<file path="src/rtl/iopad_share_arbiter.sv">
// Round-robin owner arbitration for one shared OBUFT/IBUF pad, with a forced
// high-Z turnaround between successive owners.
//
// state | meaning
// IDLE  | pad high-Z, no owner; picks next requester round-robin from ptr
// OWN   | grant held by owner, pad driven from its drv_data bit
// TURN  | pad forced high-Z, counting down the turnaround
module iopad_share_arbiter #(
  parameter int N_REQ      = 4,
  parameter int TURNAROUND = 2,
  parameter int MAX_HOLD   = 16
) (
  input  logic             clk,
  input  logic             rst_n,
  input  logic [N_REQ-1:0] req,
  input  logic [N_REQ-1:0] drv_data,
  output logic [N_REQ-1:0] grant,
  output logic             pad_i,
  output logic             pad_t,
  input  logic             pad_o,
  output logic             rd_data,
  output logic             busy
);

  localparam int PW = $clog2(N_REQ);
  localparam int HW = (MAX_HOLD > 0) ? $clog2(MAX_HOLD + 1) : 1;
  localparam int TW = (TURNAROUND > 1) ? $clog2(TURNAROUND) : 1;
  localparam logic [HW-1:0] HOLD_MAX  = HW'(MAX_HOLD);
  localparam logic [HW-1:0] HOLD_LAST = HW'(MAX_HOLD - 1);
  localparam logic [TW-1:0] TURN_INIT = TW'(TURNAROUND - 1);
  localparam logic [PW-1:0] PTR_LAST  = PW'(N_REQ - 1);

  typedef enum logic [1:0] {IDLE, OWN, TURN} state_t;

  state_t        state;
  logic [PW-1:0] ptr;
  logic [PW-1:0] owner;
  logic [HW-1:0] hold;
  logic [TW-1:0] turn;

  logic          hi_vld;
  logic          lo_vld;
  logic [PW-1:0] hi_idx;
  logic [PW-1:0] lo_idx;
  logic [PW-1:0] pick_idx;
  logic          others_req;
  logic          release_own;

  // Lowest set index at or above ptr wins; otherwise wrap to the lowest set index.
  always_comb begin
    hi_vld = 1'b0;
    lo_vld = 1'b0;
    hi_idx = '0;
    lo_idx = '0;
    for (int j = N_REQ - 1; j >= 0; j--) begin
      if (req[j]) begin
        lo_vld = 1'b1;
        lo_idx = PW'(j);
        if (PW'(j) >= ptr) begin
          hi_vld = 1'b1;
          hi_idx = PW'(j);
        end
      end
    end
    pick_idx = hi_vld ? hi_idx : lo_idx;
  end

  assign others_req  = |(req & ~grant);
  assign release_own = !req[owner] ||
                       ((MAX_HOLD != 0) && (hold == HOLD_LAST) && others_req);
  assign busy        = (state != IDLE);

  always_ff @(posedge clk or negedge rst_n) begin
    if (!rst_n) begin
      state   <= IDLE;
      grant   <= '0;
      pad_t   <= 1'b1;
      pad_i   <= 1'b0;
      rd_data <= 1'b0;
      ptr     <= '0;
      owner   <= '0;
      hold    <= '0;
      turn    <= '0;
    end else begin
      rd_data <= pad_o;
      case (state)
        IDLE: begin
          if (lo_vld) begin
            grant <= N_REQ'(1) << pick_idx;
            owner <= pick_idx;
            hold  <= '0;
            state <= OWN;
          end
        end
        OWN: begin
          if (release_own) begin
            grant <= '0;
            pad_t <= 1'b1;
            pad_i <= 1'b0;
            ptr   <= (owner == PTR_LAST) ? '0 : owner + 1'b1;
            turn  <= TURN_INIT;
            state <= TURN;
          end else begin
            pad_t <= 1'b0;
            pad_i <= drv_data[owner];
            if ((MAX_HOLD != 0) && (hold != HOLD_MAX)) hold <= hold + 1'b1;
          end
        end
        TURN: begin
          if (turn == '0) state <= IDLE;
          else            turn  <= turn - 1'b1;
        end
        default: state <= IDLE;
      endcase
    end
  end

endmodule

</file>
<file path="config.mk">
export PLATFORM = sky130hd
export DESIGN_NAME = iopad_share_arbiter
export DESIGN_NICKNAME = d
export VERILOG_FILES = /design/src/rtl/iopad_share_arbiter.sv
export SDC_FILE = /design/constraint.sdc
export NUM_CORES = 1
export LEC_CHECK = 0
export ABC_CLOCK_PERIOD_IN_PS = 2720
export CORE_ASPECT_RATIO = 1.75
export CORE_MARGIN = 1.5
export CORE_UTILIZATION = 30
export CTS_BUF_LIST = sky130_fd_sc_hd__clkbuf_2 sky130_fd_sc_hd__clkbuf_4 sky130_fd_sc_hd__clkbuf_8
export DETAILED_ROUTE_END_ITERATION = 10
export PLACE_DENSITY = 0.58
export SLEW_MARGIN = 20
export SYNTH_ARGS = -nofsm -noshare
export SYNTH_HDL_FRONTEND = slang
export SYNTH_SLANG_ARGS = --single-unit
export TNS_END_PERCENT = 50
</file>
<file path="constraint.sdc">
create_clock -name clk -period 2.72 [get_ports clk]
set_input_delay 0.816 -clock clk [delete_from_list [all_inputs] [get_ports clk]]
set_output_delay 0.816 -clock clk [all_outputs]
set_load 0.05 [all_outputs]
</file>
==> reports/results.ini, run 1 <==
[sta]
setup_viol = 0
max_slew_margin_pct = 63.6
fin_worst_skew_ns = 0.00256
fin_crit_ns = 2.56
worst_pin_slew_ns = 0.544
final.period_utilization_pct = 94.0
tns_ns = 0
hold_viol = 0
slew_violations = 0
fmax_mhz = 391
rsz0062_at_grt = no

[die]
start_util_pct = 31.7
dieArea_um2 = 4310
die_w_um = 50.3
rows = 29
die-height_um = 85.7
ios = 19
core_um2 = 3700

[synth]
ys_seq_area_share_pct = 40.6
avgSynthCellArea_um2 = 11.1
synth_fp_nets = 121
synthArstFlopShare_pct = 100
yosys_warnings = 0
syn_area_um2 = 1170
synth_edf_count = 0
synthCells = 106
yosysUniqueCellTypes = 46
ys_ff_latch = 19
synthFlopType = dfrtp_1

[place]
portBuffers = 18
gp_congestion = 0.816
dpl.hpwl_mm = 2.06
dpl.cell_count = 171

[detailed_routing]
dr.pass1.iters = 4
drt_wl_total_mm = 2.64
ant_nets = 0
wire_per_inst_um = 15.1
drc = 0
num_vias = 920
drtIter0Drc = 11
vias_per_cell = 5.26

[clock_network]
clkTransAtPathRegs_ns = 0.07
htreeDepth = 1
cts_tree = done
postCtsSetupRepairBufs = 0
cts_buffer_depth = 2
ctsResizeCount = 0
cts-root-buf = clkbuf_8
numCtsBuffers = 3
cts_num_sinks = 19
hold_buffers = 0
worstSkewPairLatency_ns = 0.26

[run]
maxCapViolations = 0

[worst_setup_path]
reg2reg_to = grant[1]$_DFFE_PN0P_
critPathLaunch = state[0]$_DFFE_PN0P_
crit_required_ns = 1.90
cp-start-kind = flip-flop
cp-end-kind = primary output
arrival_ns = 1.74
crit_path_top_delay_cell = clkdlybuf4s50_1
path_cells = or2_2 -> clkdlybuf4s50_1
reg2reg_depth = 8
r2r_setup_slack_ns = 0.64
path_max_fanout = 7
worstSetupPathType = reg -> out
slowest_delay_ns = 0.71
worstReg2RegStart = hold[0]$_DFFE_PN0P_

[cells_and_area]
finalNonFillerCells = 175
final_core_util_pct = 39.7
nNetsFinal = 145
final_cell_mix = 18 x dfrtp_1, 18 x clkdlybuf4s50_1, 7 x inv_1
layout-drive-gt1-share_pct = 20.9
diodes = 0
fillers = 377
syn2layout_area_growth_pct = 25.3

[power_and_ir_drop]
clkPwrFrac_pct = 13.0
power.share.combinational_pct = 55.2
seqPwrFrac_pct = 31.8
total_power_mw = 1.59
p_int_uw = 882
vdd_drop_max_v = 0.000495
power_density_nw_per_um2 = 1080
p_switching_uw = 706
power_switching_share_pct = 44.5
p_leak_nw = 0.636

[global_route]
grt_pass1_wl_mm = 4.45
first_global_vias = 941
grt_max_degree = 20
grt_overflow = 0
grt_use_total_pct = 13.6
antenna_found_initial = 0

[hold_path]
min-delay-start = pad_i$_DFFE_PN0P_
hold-path-endpoint = pad_i$_DFFE_PN0P_
worstHoldPathType = reg -> reg
hold_depth = 2

[outcome]
outcome = completed

cell families after synthesis:
| kind of cell | after synthesis | synth area share (%) |
|---|---|---|
| AO/OA/AOI/OAI | 24 | 19.8 |
| adder cells (fa/ha/maj) | 4 | 4.26 |
| buffers and inverters | 9 | 3.31 |
| flip-flops | 19 | 40.6 |
| multiplexers | 9 | 10.0 |
| AND/OR/NAND/NOR | 41 | 22.0 |
sequential cells by signal (all words and copies together), names as in the netlist:
signal   cells
grant        4
hold         5
owner        2
pad_i        1
pad_t        1
ptr          2
rd_data      1
state        2
turn         1
Yosys cell counts, types with 2 or more instances:
| library cell | count | area (um2) |
|---|---|---|
| inv_1 | 7 | 26.3 |
| o31ai_1 | 3 | 22.5 |
| nand4_1 | 5 | 31.3 |
| nor2b_4 | 2 | 27.5 |
| nor2b_1 | 4 | 25.0 |
| mux2i_1 | 2 | 20.0 |
| mux2_4 | 2 | 30.0 |
| nor3_1 | 2 | 10.0 |
| a21oi_1 | 4 | 20.0 |
| nand3_1 | 4 | 20.0 |
| nand2_1 | 6 | 22.5 |
| dfrtp_1 | 18 | 450 |
| and3_1 | 2 | 12.5 |
| nor2_1 | 3 | 11.3 |
| mux2_2 | 4 | 45.0 |
| ha_1 | 4 | 50.1 |
| o21ai_0 | 2 | 10.0 |
| o41ai_2 | 3 | 48.8 |
| o21a_1 | 2 | 15.0 |
layout make-up:
| class | instances | area [um2] | share of cell area [%] |
|---|---|---|---|
| multi-input combinational | 78 | 658 | 44.8 |
| sequential | 19 | 477 | 32.4 |
| timing repair buffer | 21 | 203 | 13.8 |
| tap | 46 | 57.6 | 3.91 |
| clock buffer | 4 | 48.8 | 3.32 |
| inverter | 7 | 26.3 | 1.79 |
worst max path at each step:
| stage | slack, ns | cells after the start | to |
|---|---|---|---|
| after global routing | 0.09 | 2 | busy |
| final | 0.16 | 2 | busy |
| after CTS | 0.15 | 2 | busy |
| after floorplan | 0.61 | 4 | ptr[1]$_DFFE_PN0P_ |
| after detailed placement | 0.10 | 5 | ptr[1]$_DFFE_PN0P_ |
| after global placement | 0.14 | 5 | ptr[1]$_DFFE_PN0P_ |
worst max-delay path, delay by kind of cell (launching register included):
family	cells	cell delay [ns]
simple gates	1	0.34
flops	1	0.43
buf+inv	1	0.71
metal layers:
layer	GRT usage (%)	wire [um]
met3	1.92	80
met1	16.4	1070
met4	6.82	57
met2	23.0	1430
met5	0	0
per-stage QoR:
stage	worst slack (ns)	area, um2	hold WS [ns]
final	0.164	1470	0.503
after detailed placement	0.102	1420	0.489
after global placement	0.142	1420	0.470
after floorplan	0.611	1170	0.448
after CTS	0.147	1470	0.508
after global routing	0.0879	1470	0.524
power by group through the flow:
| stage | sequential, mW | clock, mW | combinational, mW |
|---|---|---|---|
| floorplan | 0.595 | 0 | 0.551 |
| global placement | 0.511 | 0 | 0.871 |
| detailed placement | 0.514 | 0 | 0.878 |
| CTS | 0.509 | 0.215 | 0.883 |
| global route | 0.529 | 0.225 | 0.954 |
| finish | 0.506 | 0.206 | 0.876 |
Power figures use the tool's default switching activity.
==> inputs of run 2 (changes only) <==
PLACE_DENSITY = 0.47   (was 0.58)
==> reports/results.ini, run 2 (same netlist as run 1, synthesis figures left out) <==
[detailed_routing]
dr.pass1.iters = 4  ; unchanged
num_vias = 910  ; -1.1%
drt_wl_total_mm = 2.80  ; +6.0%
drc = 0  ; unchanged
ant_nets = 0  ; unchanged
wire_per_inst_um = 16.0  ; +6.0%
drtIter0Drc = 18  ; +7
vias_per_cell = 5.20  ; -1.1%

[worst_setup_path]
crit_path_top_delay_cell = clkdlybuf4s50_1
crit_required_ns = 1.90  ; about the same
reg2reg_depth = 8  ; unchanged
slowest_delay_ns = 0.70  ; about the same
cp-start-kind = flip-flop
worstSetupPathType = reg -> out
cp-end-kind = primary output
path_cells = or2_2 -> clkdlybuf4s50_1
path_max_fanout = 7  ; unchanged
arrival_ns = 1.73  ; about the same

[run]
maxCapViolations = 0  ; unchanged

[clock_network]
worstSkewPairLatency_ns = 0.26  ; about the same
cts-root-buf = clkbuf_8
cts_num_sinks = 19  ; unchanged
ctsResizeCount = 0  ; unchanged
numCtsBuffers = 3  ; unchanged
cts_buffer_depth = 2  ; unchanged
htreeDepth = 1  ; unchanged
hold_buffers = 0  ; unchanged
clkTransAtPathRegs_ns = 0.08  ; about the same
cts_tree = done
postCtsSetupRepairBufs = 0  ; unchanged

[cells_and_area]
top_regs = hold (5), grant (4)
finalNonFillerCells = 175  ; unchanged
largest_register_ffs = 5  ; unchanged
syn2layout_area_growth_pct = 25.1
final_cell_mix = 18 x dfrtp_1, 18 x clkdlybuf4s50_1, 7 x inv_1
layout-drive-gt1-share_pct = 20.9  ; unchanged
diodes = 0  ; unchanged
top_register = hold
nNetsFinal = 145  ; unchanged

[global_route]
use_met3_pct = 1.57  ; -0.35 points
met1_usage_pct = 18.0  ; +1.5 points
antenna_found_initial = 0  ; unchanged
grt_use_met2_pct = 24.3  ; +1.3 points
grt_use_total_pct = 14.6  ; +1.1 points
grt_pass1_wl_mm = 4.72  ; +6.0%
first_global_vias = 939  ; -0.21%
grt_busiest_layer = met2
grt_overflow = 0  ; unchanged
grt_max_degree = 20  ; unchanged

[sta]
rsz0062_at_grt = no
hold_slack_ns = 0.488  ; -0.0159 ns
fin_worst_skew_ns = 0.0103  ; +0.00778 ns
hold_viol = 0  ; unchanged
finalWorstSetupSlack_ns = 0.174  ; +0.0100 ns
tns_ns = 0  ; unchanged
fin_crit_ns = 2.55  ; -0.0100 ns
final.period_utilization_pct = 93.6  ; -0.37 points
max_slew_margin_pct = 62.1  ; -1.5 points
setup_viol = 0  ; unchanged
worst_pin_slew_ns = 0.567  ; +0.0222 ns
slew_violations = 0  ; unchanged
fmax_mhz = 393  ; +0.39%

[power_and_ir_drop]
p_leak_nw = 0.635  ; -0.11%
power_density_nw_per_um2 = 1090  ; +0.52%
total_power_mw = 1.59  ; +0.35%
vdd_drop_max_v = 0.000487  ; -1.7%

[hold_path]
worstHoldPathType = reg -> reg
hold_depth = 2  ; unchanged

[place]
dpl.hpwl_mm = 2.20  ; +6.8%
dpl.cell_count = 171  ; unchanged
place_ws_ns = 0.0881  ; -0.0143 ns
gp_congestion = 0.754  ; -7.7%
portBuffers = 18  ; unchanged

[outcome]
outcome = completed

[die]
die-height_um = 85.7  ; unchanged
ios = 19  ; unchanged
dieArea_um2 = 4310  ; unchanged
rows = 29  ; unchanged
die_w_um = 50.3  ; unchanged
core_um2 = 3700  ; unchanged
start_util_pct = 31.7  ; unchanged

## run 2: worst max-delay path, delay by kind of cell (launching register included)
kind	cells	cell delay, ns
flip-flops	1	0.43
buffers and inverters	1	0.70
AND/OR/NAND/NOR	1	0.33
## run 2: path summary, 6_finish.rpt
| kind | endpoint | from | slack (ns) |
|---|---|---|---|
| min in group asynchronous | ptr[1]$_DFFE_PN0P_ | rst_n | 0.88 |
| max in group asynchronous | pad_t$_DFFE_PN1P_ | rst_n | 1.58 |
| worst max-delay path | busy | state[0]$_DFFE_PN0P_ | 0.17 |
| worst min register to register | pad_i$_DFFE_PN0P_ | pad_i$_DFFE_PN0P_ | 0.49 |
| worst max register to register | grant[1]$_DFFE_PN0P_ | hold[0]$_DFFE_PN0P_ | 0.69 |
| worst min-delay path | pad_i$_DFFE_PN0P_ | pad_i$_DFFE_PN0P_ | 0.49 |
## run 2: through the flow
stage | instance area (um2) | util [%]
3_3_place_gp | 1420 | 38.4
5_1_grt | 1470 | 39.7
4_1_cts | 1470 | 39.7
3_5_place_dp | 1420 | 38.4
2_1_floorplan | 1170 | -
6_report | 1470 | 39.7
## run 2: layout make-up
type,count,area [um2]
fillers,387,2230
inverters,7,26.3
flip-flops and latches,19,477
repair buffers,21,203
clock buffers,3,41.3
multi-input cells,78,658
well taps,46,57.6
clock inverters,1,5.00
## run 2: where the power goes
part | leakage [nW] | internal, mW | switching (mW) | total, mW
clock | 0.0255 | 0.102 | 0.101 | 0.203
combinational | 0.368 | 0.379 | 0.508 | 0.887
sequential | 0.242 | 0.388 | 0.115 | 0.503
total | 0.635 | 0.869 | 0.725 | 1.59
## run 2: metal layers
layer / routed length, um / part of all wire (%)
met4: 83 / 3.0
met3: 53 / 1.9
met1: 1200 / 43
met2: 1460 / 52
met5: 0 / 0
